**src/rtl/tick_gen_multi.sv**
```systemverilog
`default_nettype none
// ============================================================================
// Module  : tick_gen_multi
// Brief   : NCH-channel programmable 1-cycle pulse timer, periodic or one-shot.
//           Optional macro TICK_ACCEL_EN shortens the period after each pulse.
// Revision: 1.0
// ============================================================================
module tick_gen_multi #(
  parameter int          NCH            = 4,
  parameter int          WIDTH          = 31,
  parameter int unsigned DEFAULT_PERIOD = 500_000,
  parameter int unsigned ACCEL_STEP     = 1_000,
  parameter int unsigned MIN_PERIOD     = 100_000
) (
  input  logic                                 clock,
  input  logic                                 reset,
  input  logic [NCH-1:0]                       en,
  input  logic [NCH-1:0]                       start,
  input  logic                                 cfg_wr,
  input  logic [(NCH > 1 ? $clog2(NCH) : 1)-1:0] cfg_ch,
  input  logic [WIDTH-1:0]                     cfg_period,
  input  logic                                 cfg_oneshot,
  output logic [NCH-1:0]                       pulse,
  output logic [NCH-1:0]                       running,
  output logic [NCH*WIDTH-1:0]                 period_q
);

`ifdef TICK_ACCEL_EN
  localparam bit ACCEL_ON = 1'b1;
`else
  localparam bit ACCEL_ON = 1'b0;
`endif

  localparam int               WP1     = WIDTH + 1;
  localparam logic [WIDTH-1:0] DEF_P   = WIDTH'(DEFAULT_PERIOD);
  localparam logic [WIDTH-1:0] STEP_P  = WIDTH'(ACCEL_STEP);
  localparam logic [WIDTH-1:0] MIN_P   = WIDTH'(MIN_PERIOD);
  localparam logic [WIDTH:0]   MIN_X   = WP1'(MIN_PERIOD);
  localparam logic [WIDTH:0]   FLOOR_X = WP1'(MIN_PERIOD + ACCEL_STEP);

  typedef enum logic [0:0] {
    S_IDLE = 1'b0,
    S_RUN  = 1'b1
  } state_t;

  // Periods already below the floor are left untouched.
  function automatic logic [WIDTH-1:0] accel_period(input logic [WIDTH-1:0] p);
    logic [WIDTH:0] px;
    px = {1'b0, p};
    if (px > FLOOR_X)
      accel_period = p - STEP_P;
    else if (px >= MIN_X)
      accel_period = MIN_P;
    else
      accel_period = p;
  endfunction

  for (genvar i = 0; i < NCH; i++) begin : g_ch
    logic [WIDTH-1:0] cnt, cnt_nxt;
    logic [WIDTH-1:0] period, period_nxt;
    logic             oneshot, oneshot_nxt;
    state_t           state, state_nxt;
    logic             cfg_sel;
    logic             due;

    assign cfg_sel = cfg_wr && (int'(cfg_ch) == i);
    assign due     = (state == S_RUN) && en[i] && (cnt == period);

    always_ff @(posedge clock) begin
      if (reset) begin
        cnt     <= '0;
        period  <= DEF_P;
        oneshot <= 1'b0;
        state   <= S_RUN;
      end else begin
        cnt     <= cnt_nxt;
        period  <= period_nxt;
        oneshot <= oneshot_nxt;
        state   <= state_nxt;
      end
    end

    always_comb begin
      cnt_nxt     = cnt;
      period_nxt  = period;
      oneshot_nxt = oneshot;
      state_nxt   = state;
      if (cfg_sel) begin
        period_nxt  = cfg_period;
        oneshot_nxt = cfg_oneshot;
        cnt_nxt     = '0;
        state_nxt   = S_RUN;
      end else if (start[i]) begin
        cnt_nxt   = '0;
        state_nxt = S_RUN;
      end else if (state == S_RUN && en[i]) begin
        if (cnt == period) begin
          cnt_nxt = '0;
          if (oneshot)
            state_nxt = S_IDLE;
          if (ACCEL_ON)
            period_nxt = accel_period(period);
        end else begin
          cnt_nxt = cnt + WIDTH'(1);
        end
      end
    end

    // A restart or reconfiguration in the due cycle swallows that pulse.
    assign pulse[i]                      = due && !cfg_sel && !start[i] && !reset;
    assign running[i]                    = reset || (state == S_RUN);
    assign period_q[i*WIDTH +: WIDTH]    = period;
  end

endmodule
`default_nettype wire

```
**config.mk**
```make
export PLATFORM = sky130hd
export DESIGN_NAME = tick_gen_multi
export DESIGN_NICKNAME = d
export VERILOG_FILES = /design/src/rtl/tick_gen_multi.sv
export SDC_FILE = /design/constraint.sdc
export NUM_CORES = 1
export LEC_CHECK = 0
export ABC_AREA = 1
export ABC_CLOCK_PERIOD_IN_PS = 1700
export BUFFER_PORTS_ARGS = -buffer_cell sky130_fd_sc_hd__buf_2
export CORE_AREA = 2 2 153 155
export DETAILED_ROUTE_END_ITERATION = 10
export DIE_AREA = 0 0 155 157
export HOLD_SLACK_MARGIN = 0.03
export PLACE_DENSITY = 0.8
export SLEW_MARGIN = 10
export SYNTH_ARGS = -nofsm -noshare
export SYNTH_HDL_FRONTEND = slang
export SYNTH_SLANG_ARGS = --single-unit
```
**constraint.sdc**
```tcl
create_clock -name clock -period 1.7 [get_ports clock]
set_input_delay 0.17 -clock clock [delete_from_list [all_inputs] [get_ports clock]]
set_output_delay 0.17 -clock clock [all_outputs]
set_load 0.005 [all_outputs]
```
==> reports/results.tsv, run 1 <==
metric	value	unit
hold_start	reset	
place.gp.congestion	0.963	
synth.most_common_cell	nand2_1	
drc	0	
fin_ws	-507	ps
wire_per_inst	18.2	um
synth_area_leaders	dfxtp_1 39%, nand2_1 12%, nor2_1 10%	
hpwlAfterDp	29.0	mm
ios	177	
rsz0062_at_grt	true	
hold_viol	0	
reg2reg_setup_slack	-340	ps
core_area	0.0225	mm2
synth_top_area_share	39.4	%
drtAntennaViolNets	0	
syn-num-nets	1892	
violations	setup timing	
drt_pass1_iterations	9	
min_to	g_ch[3].period[14]	
diodes	0	
regToRegStartpoint	g_ch[3].period[19]	
num-fill-cells	1523	
start_util	57.8	%
tightest_slew	480	ps
required	1530	ps
grt_max_degree	48	
reg2reg_depth	15	
startpoint_type	register	
peakVddDrop	0.000711	V
synth_cell_types	42	
utilization	75.4	%
crit_path_end_kind	primary output	
cts-buffers-inserted	27	
whs	70.2	ps
worstSetupPathType	reg -> out	
timing.final.crit_share	130	%
die_x	155	um
r2r-end	g_ch[3].state	
syn_inst	1843	
drt-total-wl	44.8	mm
fin_crit	2210	ps
ys_warn_count	0	
grt_overflow_total	0	
ys_seq_elements	256	
synthesis.area	0.0130	mm2
first_global_vias	12500	
cts_tree	done	
placed_area	0.0147	mm2
clockBufferDepth	3	
dp.cells	2338	
rows	55	
drive_above_1_share	30.9	%
arrival	2040	ps
outcome	finished with violations	
clock-root-buffer	clkbuf_16	
setup-tns-final	-5020	ps
crit_path_max_incr_delay	350	ps
crit_top_cell	nand2_1	
synthFlopType	dfxtp_1	
vias	13700	
hp-class	in -> reg	
holdPathStages	2	
final_max_slew_viol_count	0	
syn_to_final_growth	30.5	%
power.leakage	7.25	nW
synth_edf_count	0	
critical-path-slowest-cell	dfxtp_1	
clk_latency	560	ps
async_reset_ff_share	0	%
die_h	157	um
fin_worst_skew	21.3	ps
synth_common_cells	428 x nand2_1, 359 x nor2_1, 256 x dfxtp_1	
post_layout_nonfiller_instances	2462	
layout.nets	2208	
p_total	13.8	mW
stdcell_area	0.0170	mm2
power_density	812	mW/mm2
drv_cap	0	
grt_pass1_wl	65.4	mm
drtIter0Drc	1162	
ys_seq_area_share	39.4	%
max_freq	453	MHz
via_per_inst	5.57	
die_area	0.0243	mm2
port_buffers	176	
clk_pin_slew	60	ps
critPathMaxFanout	2	
postSynthAreaPerCell	7.06	um2
setup_viol	36	
htree_levels	1	
path_cells	xnor2_1, nand2_1, nor2_1, nand2_1, nor2_2, nand3_2, nor2_4, buf_2	
clock_sinks	256	
timing.slew.headroom	68.0	%
gr-usage-all-layers	33.9	%
antenna_found_initial	1	
preCtsSetupSlack	56.3	ps
synth.largest_area_cell	dfxtp_1	
## worst max-delay path by stage
stage	startpoint	slack (ps)	end	cells past startpoint
3_3_place_gp	g_ch[2].cnt[0]	110	g_ch[2].cnt[16]	12
4_1_cts	g_ch[1].cnt[23]	-370	pulse[1]	8
2_1_floorplan	g_ch[1].cnt[0]	210	g_ch[1].cnt[22]	10
6_report	g_ch[3].period[13]	-510	pulse[3]	8
5_1_grt	g_ch[3].period[13]	-540	pulse[3]	8
3_5_place_dp	g_ch[1].cnt[25]	60	g_ch[1].cnt[16]	10
## metal layers
metal	share of wire [%]	vias up	global-route usage, %
li1	-	6360	-
met1	39	6265	43.7
met2	44	833	53.4
met3	9.4	251	5.78
met4	7.7	2	20.6
met5	0.029	-	0
## power breakdown
part	internal, mW	switching [mW]
combinational	0.541	0.758
sequential	6.13	0.179
clock	3.60	2.57
## repair_timing
item / CTS / global route
hold endpoints to repair: 110 / 0
setup endpoints to repair: 4 / 105
pin swaps: 23 / 64
gates cloned: 0 / 4
hold buffers: 39 / 0
gates resized for setup: 136 / 139
buffers inserted: 21 / 21
## worst max-delay path: cells and delay by family, from the launching register on
kind | cells | cell delay (ps)
XOR/XNOR | 1 | 260
buffers and inverters | 1 | 130
AND/OR/NAND/NOR | 6 | 740
flip-flops | 1 | 350
## flip-flops by register name, summed over array words and instances, names as in the netlist
register,count
g_ch.cnt,124
g_ch.period,124
g_ch.oneshot,4
g_ch.state,4
## layout by cell type (no fill, tap or decap), types with 10 or more instances in the layout
cell type | synthesis | routed
nand2_1 | 428 | 421
nand3_1 | 92 | 87
nand2_2 | 23 | 29
dfxtp_4 | 0 | 27
buf_2 | 9 | 177
buf_6 | 1 | 10
nor2_4 | 15 | 24
clkinv_2 | 1 | 10
o21ai_0 | 93 | 93
nor3_1 | 25 | 24
nand4_1 | 23 | 23
nor2_2 | 24 | 33
a21oi_1 | 39 | 39
inv_2 | 16 | 33
xor2_1 | 72 | 72
clkbuf_16 | 0 | 29
inv_1 | 152 | 134
dfxtp_2 | 0 | 114
nor2_1 | 359 | 341
xnor2_2 | 0 | 26
dlygate4sd3_1 | 0 | 39
buf_4 | 9 | 113
nand3b_1 | 12 | 12
xnor2_1 | 111 | 85
dfxtp_1 | 256 | 115
## cell type report
| cell class | instances | area (um2) | share of cell area (%) |
|---|---|---|---|
| inverters | 170 | 642 | 3.78 |
| clock buffers | 33 | 758 | 4.47 |
| multi-input cells | 1360 | 7350 | 43.3 |
| flip-flops and latches | 256 | 5370 | 31.6 |
| repair buffers | 344 | 2350 | 13.8 |
| clock inverters | 14 | 151 | 0.892 |
| well taps | 285 | 357 | 2.10 |
## cells by family after synthesis
family | count (synthesis) | synth area share, %
and+or+nand+nor | 1021 | 34.4
DFF | 256 | 39.4
buffers and inverters | 227 | 7.18
xor gates and xnor gates | 183 | 12.3
AOI/OAI and AO/OA | 149 | 6.10
adders and majority gates | 4 | 0.385
muxes | 3 | 0.231
Power figures use the tool's default switching activity.
==> run 2: changes to the inputs <==
- RECOVER_POWER: not set -> 100
==> run 2 against run 1 <==
  * The flow still finishes with violations (setup timing)
  * Flip-flop and latch count is the same
  * Power is essentially flat
  * Final cell count is the same
  * Register-to-register slack gained 30 ps
  * Sequential power is essentially flat
  * Wire length shrank 0.15%
  * Fmax shrank 0.35%
  * Die area is the same
  * Design area shrank 0.12%
  * Via count shrank 0.13%
==> reports/results.tsv, run 2 (synthesis results as in run 1) <==
metric	value	unit
rows	55	
mostFrequentLayoutCell	nand2_1	
preCtsSetupSlack	56.3	ps
outcome	finished with violations	
layout_common_cells	421 x nand2_1, 342 x nor2_1, 175 x buf_2	
multi_input_comb_area	0.00734	mm2
power.leakage	7.24	nW
drtAntennaViolNets	0	
fin_crit	2210	ps
clk_pin_slew	60	ps
die_x	155	um
vias	13700	
critPathMaxFanout	2	
clk_latency	560	ps
top_regs	g_ch.cnt x124, g_ch.period x124	
timing.final.crit_share	130	%
r2r-end	g_ch[3].state	
p_sw_share	25.5	%
diodes	0	
reg2reg_depth	15	
reg2reg_setup_slack	-310	ps
seq_area	0.00537	mm2
startpoint_type	register	
num-fill-cells	1530	
post_layout_nonfiller_instances	2462	
drive_above_1_share	30.7	%
dp.cells	2338	
setup_viol	38	
die_h	157	um
htree_levels	1	
rsz0062_at_grt	true	
clock_sinks	256	
required	1530	ps
fin_worst_skew	21.7	ps
fin_ws	-514	ps
clock-root-buffer	clkbuf_16	
power_density	813	mW/mm2
core_area	0.0225	mm2
violations	setup timing	
clockBufferDepth	3	
worstSetupPathType	reg -> out	
antenna_found_initial	1	
critPathCapture	pulse[3]	
drv_cap	0	
cts_tree	done	
power.share.clock	44.8	%
cts-buffers-inserted	27	
die_area	0.0243	mm2
hpwlAfterDp	29.0	mm
p_int	10.3	mW
port_buffers	176	
ios	177	
gr-usage-all-layers	33.9	%
timing.slew.headroom	32.4	%
grt_pass1_wl	65.4	mm
crit_path_end_kind	primary output	
wire_per_inst	18.2	um
drt-total-wl	44.7	mm
drc	0	
max_freq	452	MHz
grt_max_degree	48	
tightest_slew	1010	ps
hold_viol	0	
netSwitchingPower	3.51	mW
final_max_slew_viol_count	0	
layout.nets	2208	
drt_pass1_iterations	7	
regToRegStartpoint	g_ch[3].period[19]	
via_per_inst	5.56	
peakVddDrop	0.000716	V
syn_to_final_growth	30.3	%
first_global_vias	12500	
pwr-share-seq	45.8	%
comb_power_share	9.4	%
hp-class	in -> reg	
grt_overflow_total	0	
hold_start	start[2]	
drtIter0Drc	1067	
place.gp.congestion	0.963	
start_util	57.8	%
critPathLaunch	g_ch[3].period[13]	
arrival	2040	ps
## run 2: per-stage QoR
stage	area [um2]	total power, mW	hold WS (ps)	TNS [ps]	util (%)
finish	17000	13.8	85.8	-5480	75.3
global route	17000	14.1	81.0	-8090	75.3
CTS	16400	13.6	36.1	-1480	72.9
detailed placement	14700	7.51	398	0	65.2
global placement	14700	7.49	391	0	65.2
floorplan	13000	6.98	283	0	-
## run 2: how the worst min path moves through the flow
stage	end	cells past startpoint
2_1_floorplan	g_ch[1].period[13]	2
3_3_place_gp	g_ch[1].state	3
3_5_place_dp	g_ch[0].state	3
6_report	g_ch[2].state	4
5_1_grt	g_ch[2].state	4
4_1_cts	g_ch[2].state	4
## run 2: metal layers
metal  track usage [%]  up-vias  wire length, um
li1                  -     6369                -
met1              43.7     6270            17300
met2              53.4      809            19800
met3              5.78      243             4200
met4              20.6        2             3410
met5                 0        -               13
## run 2: timing repair
| action | CTS | global route |
|---|---|---|
| endpoints found under the hold margin | 110 | 0 |
| gates cloned | 0 | 4 |
| endpoints found under the setup margin | 4 | 105 |
| pin swaps | 23 | 64 |
| hold buffers | 39 | 0 |
| setup buffers | 21 | 21 |
| resized for setup | 136 | 139 |
## run 2: power by group through the flow
stage                     Sequential (mW)  Combinational (mW)  Clock, mW
after CTS                            6.31                1.16       6.16
after global routing                 6.32                1.37       6.41
after floorplan                      6.42               0.557          0
after global placement               6.44                1.05          0
after detailed placement             6.44                1.07          0
final                                6.31                1.29       6.17
## run 2: layout make-up
cell class	instances	area share, %
clock buffer	33	4.47
clock inverter	14	0.893
inverter	170	3.79
multi-input combinational	1360	43.3
sequential	256	31.7
tap	285	2.10
timing repair buffer	344	13.8
## run 2: worst max-delay path, stage by stage (launching register included)
cell and delay, ps:
dfxtp_1 350, xnor2_1 260, nand2_1 90, nor2_1 110, nand2_1 70, nor2_2 190, nand3_2 150, nor2_4 130
buf_2 130
